### config.mk
export PLATFORM = sky130hd
export DESIGN_NAME = ccff_shadow_mem_chain_flat
export DESIGN_NICKNAME = d
export VERILOG_FILES = /design/src/rtl/ccff_shadow_mem_chain_pkg.sv /design/src/rtl/ccff_shadow_mem_chain_if.sv /design/src/rtl/ccff_shadow_mem_chain_shift_chain.sv /design/src/rtl/ccff_shadow_mem_chain.sv /design/src/flat_wrapper.sv
export SDC_FILE = /design/constraint.sdc
export NUM_CORES = 1
export LEC_CHECK = 0
export CAP_MARGIN = 20
export CORE_ASPECT_RATIO = 1.25
export CORE_MARGIN = 3
export CORE_UTILIZATION = 35
export CTS_CLUSTER_SIZE = 10
export DETAILED_ROUTE_END_ITERATION = 6
export PLACE_DENSITY_LB_ADDON = 0.25
export SYNTH_ARGS = -nofsm -noshare
export SYNTH_HDL_FRONTEND = slang
export SYNTH_HIERARCHICAL = 1
export SYNTH_SLANG_ARGS = --single-unit
### constraint.sdc
create_clock -name prog_clk -period 1.55 [get_ports prog_clk]
set_input_delay 0.2325 -clock prog_clk [delete_from_list [all_inputs] [get_ports prog_clk]]
set_output_delay 0.2325 -clock prog_clk [all_outputs]
set_load 0.01 [all_outputs]
### src/rtl/ccff_shadow_mem_chain_pkg.sv
// ccff_mem_pkg: FSM state encoding and chain sizing for the shadow config chain.
// CCFF_MEM_PARITY_EN adds one even-parity stage to every chain.
package ccff_mem_pkg;
    localparam logic [1:0] ST_EMPTY   = 2'd0;
    localparam logic [1:0] ST_LOADING = 2'd1;
    localparam logic [1:0] ST_LOADED  = 2'd2;
    localparam logic [1:0] ST_ACTIVE  = 2'd3;
`ifdef CCFF_MEM_PARITY_EN
    localparam int PARITY_STAGES = 1;
`else
    localparam int PARITY_STAGES = 0;
`endif
    function automatic int cnt_width(input int l);
        return $clog2(l + 1);
    endfunction
endpackage

### src/rtl/ccff_shadow_mem_chain_if.sv
// ccff_shadow_mem_chain_if: serial config port, committed outputs and status flags of one chain block.
interface ccff_shadow_mem_chain_if #(parameter int NUM_BITS = 5);
    logic                ccff_head;
    logic                ccff_shift_en;
    logic                ccff_commit;
    logic                ccff_tail;
    logic [NUM_BITS-1:0] mem_out;
    logic [NUM_BITS-1:0] mem_outb;
    logic                cfg_loaded;
    logic                cfg_ovf;
    logic                cfg_err;
    modport master(
        output ccff_head, ccff_shift_en, ccff_commit,
        input  ccff_tail, mem_out, mem_outb, cfg_loaded, cfg_ovf, cfg_err
    );
    modport slave(
        input  ccff_head, ccff_shift_en, ccff_commit,
        output ccff_tail, mem_out, mem_outb, cfg_loaded, cfg_ovf, cfg_err
    );
endinterface

### src/rtl/ccff_shadow_mem_chain_shift_chain.sv
// ccff_shift_chain: L-stage serial shift register with a saturating shift counter.
module ccff_shift_chain
    import ccff_mem_pkg::*;
#(
    parameter int L  = 5,
    parameter int CW = cnt_width(L)
) (
    input  logic          clk,
    input  logic          rst,
    input  logic          head,
    input  logic          shift_en,
    input  logic          clr,
    output logic [L-1:0]  sreg,
    output logic [CW-1:0] cnt,
    output logic          loaded,
    output logic          tail
);
    logic [L:0] ext;
    assign ext    = {sreg, head};
    assign loaded = cnt == CW'(L);
    assign tail   = sreg[L-1];
    always_ff @(posedge clk or posedge rst) begin
        if (rst) begin
            sreg <= '0;
            cnt  <= '0;
        end else begin
            sreg <= shift_en ? ext[L-1:0] : sreg;
            cnt  <= clr ? CW'(shift_en) : (shift_en && !loaded) ? cnt + 1'b1 : cnt;
        end
    end
endmodule

### src/rtl/ccff_shadow_mem_chain.sv
// ccff_shadow_mem_chain: double-buffered configuration chain with load FSM and status flags.
// CCFF_MEM_PARITY_EN adds a parity stage and rejects commits of words with odd parity.
module ccff_shadow_mem_chain
    import ccff_mem_pkg::*;
#(
    parameter int NUM_BITS = 5
) (
    input logic                    prog_clk,
    input logic                    prog_reset,
    ccff_shadow_mem_chain_if.slave bus
);
    localparam int L  = NUM_BITS + PARITY_STAGES;
    localparam int CW = cnt_width(L);
    logic [L-1:0]        sreg;
    logic [CW-1:0]       cnt;
    logic [1:0]          state, state_nxt;
    logic [NUM_BITS-1:0] mem_q;
    logic                ovf_q, err_q;
    logic                shift, in_loaded, clr, accept, last, par_ok;
    ccff_shift_chain #(.L(L), .CW(CW)) u_chain (
        .clk      (prog_clk),
        .rst      (prog_reset),
        .head     (bus.ccff_head),
        .shift_en (shift),
        .clr      (clr),
        .sreg     (sreg),
        .cnt      (cnt),
        .loaded   (bus.cfg_loaded),
        .tail     (bus.ccff_tail)
    );
`ifdef CCFF_MEM_PARITY_EN
    assign par_ok = ~^sreg;
`else
    assign par_ok = 1'b1;
`endif
    assign shift     = bus.ccff_shift_en;
    assign in_loaded = state == ST_LOADED;
    assign clr       = bus.ccff_commit && in_loaded;
    assign accept    = clr && par_ok;
    assign last      = cnt >= CW'(L - 1);
    // A commit in LOADED restarts the count, so a same-edge shift lands as the first bit of a new load.
    assign state_nxt = clr ? (shift ? (L == 1 ? ST_LOADED : ST_LOADING) : accept ? ST_ACTIVE : ST_LOADING)
                     : shift ? (last ? ST_LOADED : ST_LOADING) : state;
    always_ff @(posedge prog_clk or posedge prog_reset) begin
        if (prog_reset) begin
            state <= ST_EMPTY;
            mem_q <= '0;
            ovf_q <= 1'b0;
            err_q <= 1'b0;
        end else begin
            state <= state_nxt;
            mem_q <= accept ? sreg[NUM_BITS-1:0] : mem_q;
            ovf_q <= accept ? 1'b0 : ovf_q || (shift && in_loaded);
            err_q <= err_q || (bus.ccff_commit && !accept);
        end
    end
    assign bus.mem_out  = mem_q;
    assign bus.mem_outb = ~mem_q;
    assign bus.cfg_ovf  = ovf_q;
    assign bus.cfg_err  = err_q;
endmodule

### src/flat_wrapper.sv
// flat-port wrapper written by rule: the top's interface ports become plain ports
module ccff_shadow_mem_chain_flat import ccff_mem_pkg::*;
#(
    parameter int NUM_BITS = 5
)
  (prog_clk, prog_reset, bus_ccff_head, bus_ccff_shift_en, bus_ccff_commit, bus_ccff_tail, bus_mem_out, bus_mem_outb, bus_cfg_loaded, bus_cfg_ovf, bus_cfg_err);
  ccff_shadow_mem_chain_if #(.NUM_BITS(NUM_BITS)) bus_i ();
  input logic prog_clk;
  input logic prog_reset;
  input wire logic [$bits(bus_i.ccff_head)-1:0] bus_ccff_head;
  input wire logic [$bits(bus_i.ccff_shift_en)-1:0] bus_ccff_shift_en;
  input wire logic [$bits(bus_i.ccff_commit)-1:0] bus_ccff_commit;
  output wire logic [$bits(bus_i.ccff_tail)-1:0] bus_ccff_tail;
  output wire logic [$bits(bus_i.mem_out)-1:0] bus_mem_out;
  output wire logic [$bits(bus_i.mem_outb)-1:0] bus_mem_outb;
  output wire logic [$bits(bus_i.cfg_loaded)-1:0] bus_cfg_loaded;
  output wire logic [$bits(bus_i.cfg_ovf)-1:0] bus_cfg_ovf;
  output wire logic [$bits(bus_i.cfg_err)-1:0] bus_cfg_err;
  assign bus_i.ccff_head = bus_ccff_head;
  assign bus_i.ccff_shift_en = bus_ccff_shift_en;
  assign bus_i.ccff_commit = bus_ccff_commit;
  assign bus_ccff_tail = bus_i.ccff_tail;
  assign bus_mem_out = bus_i.mem_out;
  assign bus_mem_outb = bus_i.mem_outb;
  assign bus_cfg_loaded = bus_i.cfg_loaded;
  assign bus_cfg_ovf = bus_i.cfg_ovf;
  assign bus_cfg_err = bus_i.cfg_err;
  ccff_shadow_mem_chain #(.NUM_BITS(NUM_BITS)) u_core (.prog_clk(prog_clk), .prog_reset(prog_reset), .bus(bus_i));
endmodule
* Word-level counts from Yosys, hierarchy flattened *
Index checks and enable logic that the tools add are counted.

cells by class
  $add $sub $neg = 1
  order comparisons = 1
  eq/ne operators = 2
  mux-type cells = 7
  bitwise logic cells = 1
  reductions and logical operators = 10

operators by type and width
  kind                                                           count
  2-bit 2-to-1 mux                                               4
  3-bit 2-to-1 mux                                               2
  5-bit inverter                                                 1
  1-bit logical AND                                              4
  2-bit nonzero test                                             2
  3-bit by 1-bit adder with 3-bit output, second input constant  1
  3-bit equality test, second input constant                     1
  3-bit greater-or-equal comparator, second input constant       1
  2-bit equality test, second input constant                     1
  1-bit zero test                                                2
  1-bit logical OR                                               2
  1-bit 2-to-1 mux                                               1

word-level totals
  flip-flop bits (word level) = 17
  input bits = 5
  output and inout bits = 14
  word-level logic and storage cells = 28

* Logic depth before layout (Yosys ltp) *
  depth after elaboration = 5
  depth in mapped cells = 5
  gate-level depth less buffers = 5

* Modules after synthesis *
Netlist, hierarchy kept.

modules (own cells, without submodules)
  module                 instances  cells an instance  area an instance (um^2)  sequential area each (um^2)
  ccff_shadow_mem_chain  1          31                 411.6                    225.2
  ccff_shift_chain       1          29                 394.1                    200.2

* Least setup slack after synthesis *
No wires, ideal clock.

  path type = flip-flop to flip-flop
  from = register u_core.u_chain.cnt[1]
  to = register u_core.u_chain.cnt[0]
  library setup time = 0.121 ns
  data arrival time = 1.070 ns
  data required time = 1.429 ns
  slack = 0.359 ns
  cell stages (with the launch flop) = 6
  buffers on the path = 0
  period minus slack after synthesis = 1.191 ns
  cells stage by stage = dfrtp_1 inv_1 ha_1 and2_1 mux2i_1 o22a_1

between the ends
  cells in the longest elaborated chain, start to end = 4

RTL lines
  what                          line                                     RTL
  start, declared               ccff_shadow_mem_chain_shift_chain.sv:14  output logic [CW-1:0] cnt,
  start signal, assigned        ccff_shadow_mem_chain_shift_chain.sv:28  cnt <= clr ? CW'(shift_en) : (shift_en && !loaded) ? cnt + 1'b1 : cnt;
  3-bit equality test           ccff_shadow_mem_chain_shift_chain.sv:20  assign loaded = cnt == CW'(L);
  via bus_cfg_loaded            flat_wrapper.sv:16                       output wire logic [$bits(bus_i.cfg_loaded)-1:0] bus_cfg_loaded;
  1-bit zero test               ccff_shadow_mem_chain_shift_chain.sv:28
  1-bit logical AND             ccff_shadow_mem_chain_shift_chain.sv:28
  2-bit nonzero test (no line)  -

The timed path passes the listed nets, and every way through them passes these cells.
A chain may end at the register's enable or synchronous reset.

* Worst setup path after layout *
  from = register u_core.mem_q[4] (netlist: u_core/bus.mem_out[4])
  to = output bus_mem_outb[4]

between the ends
  cells in the longest elaborated chain, start to end = 1

RTL lines
  what                    line                         RTL
  start, declared         ccff_shadow_mem_chain.sv:17  logic [NUM_BITS-1:0] mem_q;
  start signal, assigned  ccff_shadow_mem_chain.sv:52  mem_q <= accept ? sreg[NUM_BITS-1:0] : mem_q;
  5-bit inverter          ccff_shadow_mem_chain.sv:58  assign bus.mem_outb = ~mem_q;
  end, declared           flat_wrapper.sv:15           output wire logic [$bits(bus_i.mem_outb)-1:0] bus_mem_outb;

Every way passes these cells.

==> metrics.csv <==
stage,metric,value,unit
outcome,status,"complete, no violations",
critical_path,worst endpoint required time,1.32,ns
die,DIE AREA,2920,um^2
place,gpl congestion,0.814,
critical_path,Critical Path End,bus_mem_outb[4],
timing,Slew Limit Fails,0,
die,I/O Pins,19,
final_layout,Antenna Cells,0,
timing,final setup fails,0,
routing,Routed WL,1330,um
place,HPWL after DPL,988,um
final_layout,Area Growth Syn to Fin,36.0,%
logic_synthesis,Syn Area/Cell,13.4,um^2
logic_synthesis,post-synthesis cell count,60,
timing,crit path time final,1.49,ns
final_layout,most frequent cells in the layout,"17 x dfrtp_1, 13 x clkdlybuf4s50_1, 9 x inv_1",
logic_synthesis,Mapped Nets,67,
power,peak supply drop,0.00120,V
routing,DR vias,515,
power,Power Density,1790,nW/um^2
logic_synthesis,"Primary FF master, synth",dfrtp_1,
routing,Final ANT Viol Nets,0,
critical_path,crit path max fanout,3,
critical_path,worst setup path class,flop to output port,
global_route,initial antenna violation count,0,
critical_path,CP Launch Point,u_core/bus.mem_out[4]$_DFFE_PP0P_,
logic_synthesis,dominant cells by area after synthesis,"dfrtp_1 53%, mux2_4 9.3%, mux2_2 7.0%, inv_1 4.2%, ha_1 3.1%",
final_layout,Util after Layout,52.9,%
cts,Clock Tree Buf Depth,2,
routing,routed len/inst,11.3,um
cts,Worst-Skew Late Latency,0.28,ns
logic_synthesis,post-synth top area cell,dfrtp_1,
timing,Max Clock Skew,0.00166,ns
final_layout,"commonest non-fill, non-tap cell in the layout",dfrtp_1,
global_route,GRT Total Usage,10.4,%
flow_run,MaxCap Viol Count,0,
die,num rows,18,
logic_synthesis,Seq cells post-synth,17,
cts,deepest level of the CTS H-tree,1,
routing,DRT iter0 DRCs,1,
final_layout,Layout Nets,96,
global_route,largest net degree at the start of global routing,11,
logic_synthesis,"Cell Area, Synth",806,um^2
worst_hold_path,worst hold path type,primary input to asynchronous set/reset pin,
die,Die H,59.6,um
timing,Sum Neg Setup Slack,0,ns
timing,slew margin rel.,77.1,%
routing,router iterations before antenna repair,2,
die,core footprint,2070,um^2
logic_synthesis,yosys warns,6,
critical_path,Worst EP arrival,1.26,ns
cts,hold buffer count at CTS,0,
routing,DRC Markers,0,
critical_path,R2R Path Start,u_core/u_chain/cnt[0]$_DFFE_PP0P_,
logic_synthesis,Synth cell types,25,
cts,CTS tree,yes,
timing,worst-margin pin slew,0.344,ns
logic_synthesis,sequential-to-total area share from yosys stat,52.8,%
timing,Final Hold Vio Count,0,
critical_path,startpoint types,flop,
die,initial core utilization,38.9,%
critical_path,worst reg2reg setup slack,0.25,ns
critical_path,Worst R2R End,u_core/u_chain/cnt[0]$_DFFE_PP0P_,
logic_synthesis,Post-synth ARST share,100,%
place,port bufs,18,
final_layout,Non-Filler Instances,118,
global_route,first-pass GRT wire length,2320,um
timing,RSZ-0062 raised after global routing,false,
global_route,total gr overflow,0,
logic_synthesis,share of the synthesized area in the top cell type,52.8,%
timing,FMAX,0.671,GHz
cts,"Clk pin slew, worst setup/hold paths",0.09,ns
cts,CTS Buf Count,3,
power,P_leak,0.567,nW
die,DIE WIDTH,48.9,um
routing,via/cell ratio,4.36,
cts,root buf cell,clkbuf_4,
timing,final worst-path cycle share,96.2,%
global_route,vias in the first global route,520,
logic_synthesis,"EDFF count, synth",0,
place,Placed Cells,112,
critical_path,depth of the worst register-to-register path,5,
final_layout,layout cell share with drive strength beyond 1,29.5,%
critical_path,CP Capture Type,output port,
cts,Clock Sinks,17,
## sequential cells by signal, indices dropped and copies added, names as in the netlist
| signal | count |
|---|---|
| u_core/bus.cfg_ovf | 1 |
| u_core/bus.mem_out | 5 |
| u_core/u_chain/cnt | 3 |
| u_core/u_chain/sreg | 5 |
| u_core/bus.cfg_err | 1 |
| u_core/state | 2 |
## layer usage
layer	track usage, %	vias to the layer above	wire, um
li1	-	255	-
met1	13.8	248	608
met2	15.7	10	644
met3	2.02	2	71
met4	6.10	0	8
met5	0	-	0
## critical path, cell delays in order, from the launching register on
cell             delay (ns)
dfrtp_1                0.40
inv_1                  0.05
clkdlybuf4s50_1        0.52
## worst min path at each step
| stage | start | to | slack (ns) | cells past startpoint |
|---|---|---|---|---|
| final | prog_reset | u_core/u_chain/sreg[4]$_DFFE_PP0P_ | 0.22 | 2 |
| after global routing | prog_reset | u_core/u_chain/cnt[2]$_DFFE_PP0P_ | 0.24 | 2 |
| after CTS | prog_reset | u_core/u_chain/sreg[4]$_DFFE_PP0P_ | 0.23 | 2 |
| after detailed placement | u_core/bus.cfg_err$_DFF_PP0_ | u_core/bus.cfg_err$_DFF_PP0_ | 0.45 | 1 |
| after global placement | u_core/bus.cfg_err$_DFF_PP0_ | u_core/bus.cfg_err$_DFF_PP0_ | 0.44 | 1 |
| after floorplan | prog_reset | u_core/u_chain/cnt[0]$_DFFE_PP0P_ | 0.05 | 1 |
## Yosys cell counts, types with 2 or more instances
cell type / number
mux2_2: 5
mux2_4: 5
nand2b_1: 3
dfrtp_1: 17
inv_1: 9
ha_1: 2
## per-stage QoR
step           instance area, um^2  power (mW)  setup slack (ns)  hold WS (ns)
6_report                      1100        1.96            0.0589         0.221
2_1_floorplan                  806        1.27             0.359        0.0482
3_5_place_dp                  1050        1.74            0.0323         0.446
5_1_grt                       1100        2.11           0.00127         0.242
3_3_place_gp                  1050        1.73            0.0739         0.438
4_1_cts                       1080        2.00            0.0224         0.233
## report_power, final
group / internal, mW / switching [mW]
combinational: 0.631 / 0.368
clock: 0.0998 / 0.131
sequential: 0.615 / 0.120
total: 1.35 / 0.619
## cell type report
class	count	area (um^2)
Timing Repair Buffer	26	245
Sequential cell	17	425
Clock buffer	4	26.3
Inverter	9	33.8
Fill cell	189	976
Multi-Input combinational cell	32	328
Tap cell	30	37.5
## timing repair
action / CTS / global route
endpoints found under the setup margin: 1 / 5
buffers inserted: 1 / 1
resized for setup: 2 / 5
hold endpoints to repair: 0 / 0
## cells by family (layout without fill, tap and decap cells)
family / count (synthesis) / in the layout / share of synthesized area, %
AO/OA/AOI/OAI: 7 / 7 / 8.54
multiplexers: 11 / 11 / 17.5
AND/OR/NAND/NOR: 12 / 12 / 11.5
adder cells (fa/ha/maj): 2 / 2 / 3.11
buffers and inverters: 11 / 39 / 6.52
flip-flops: 17 / 17 / 52.8
(Power assumes the default switching activity.)
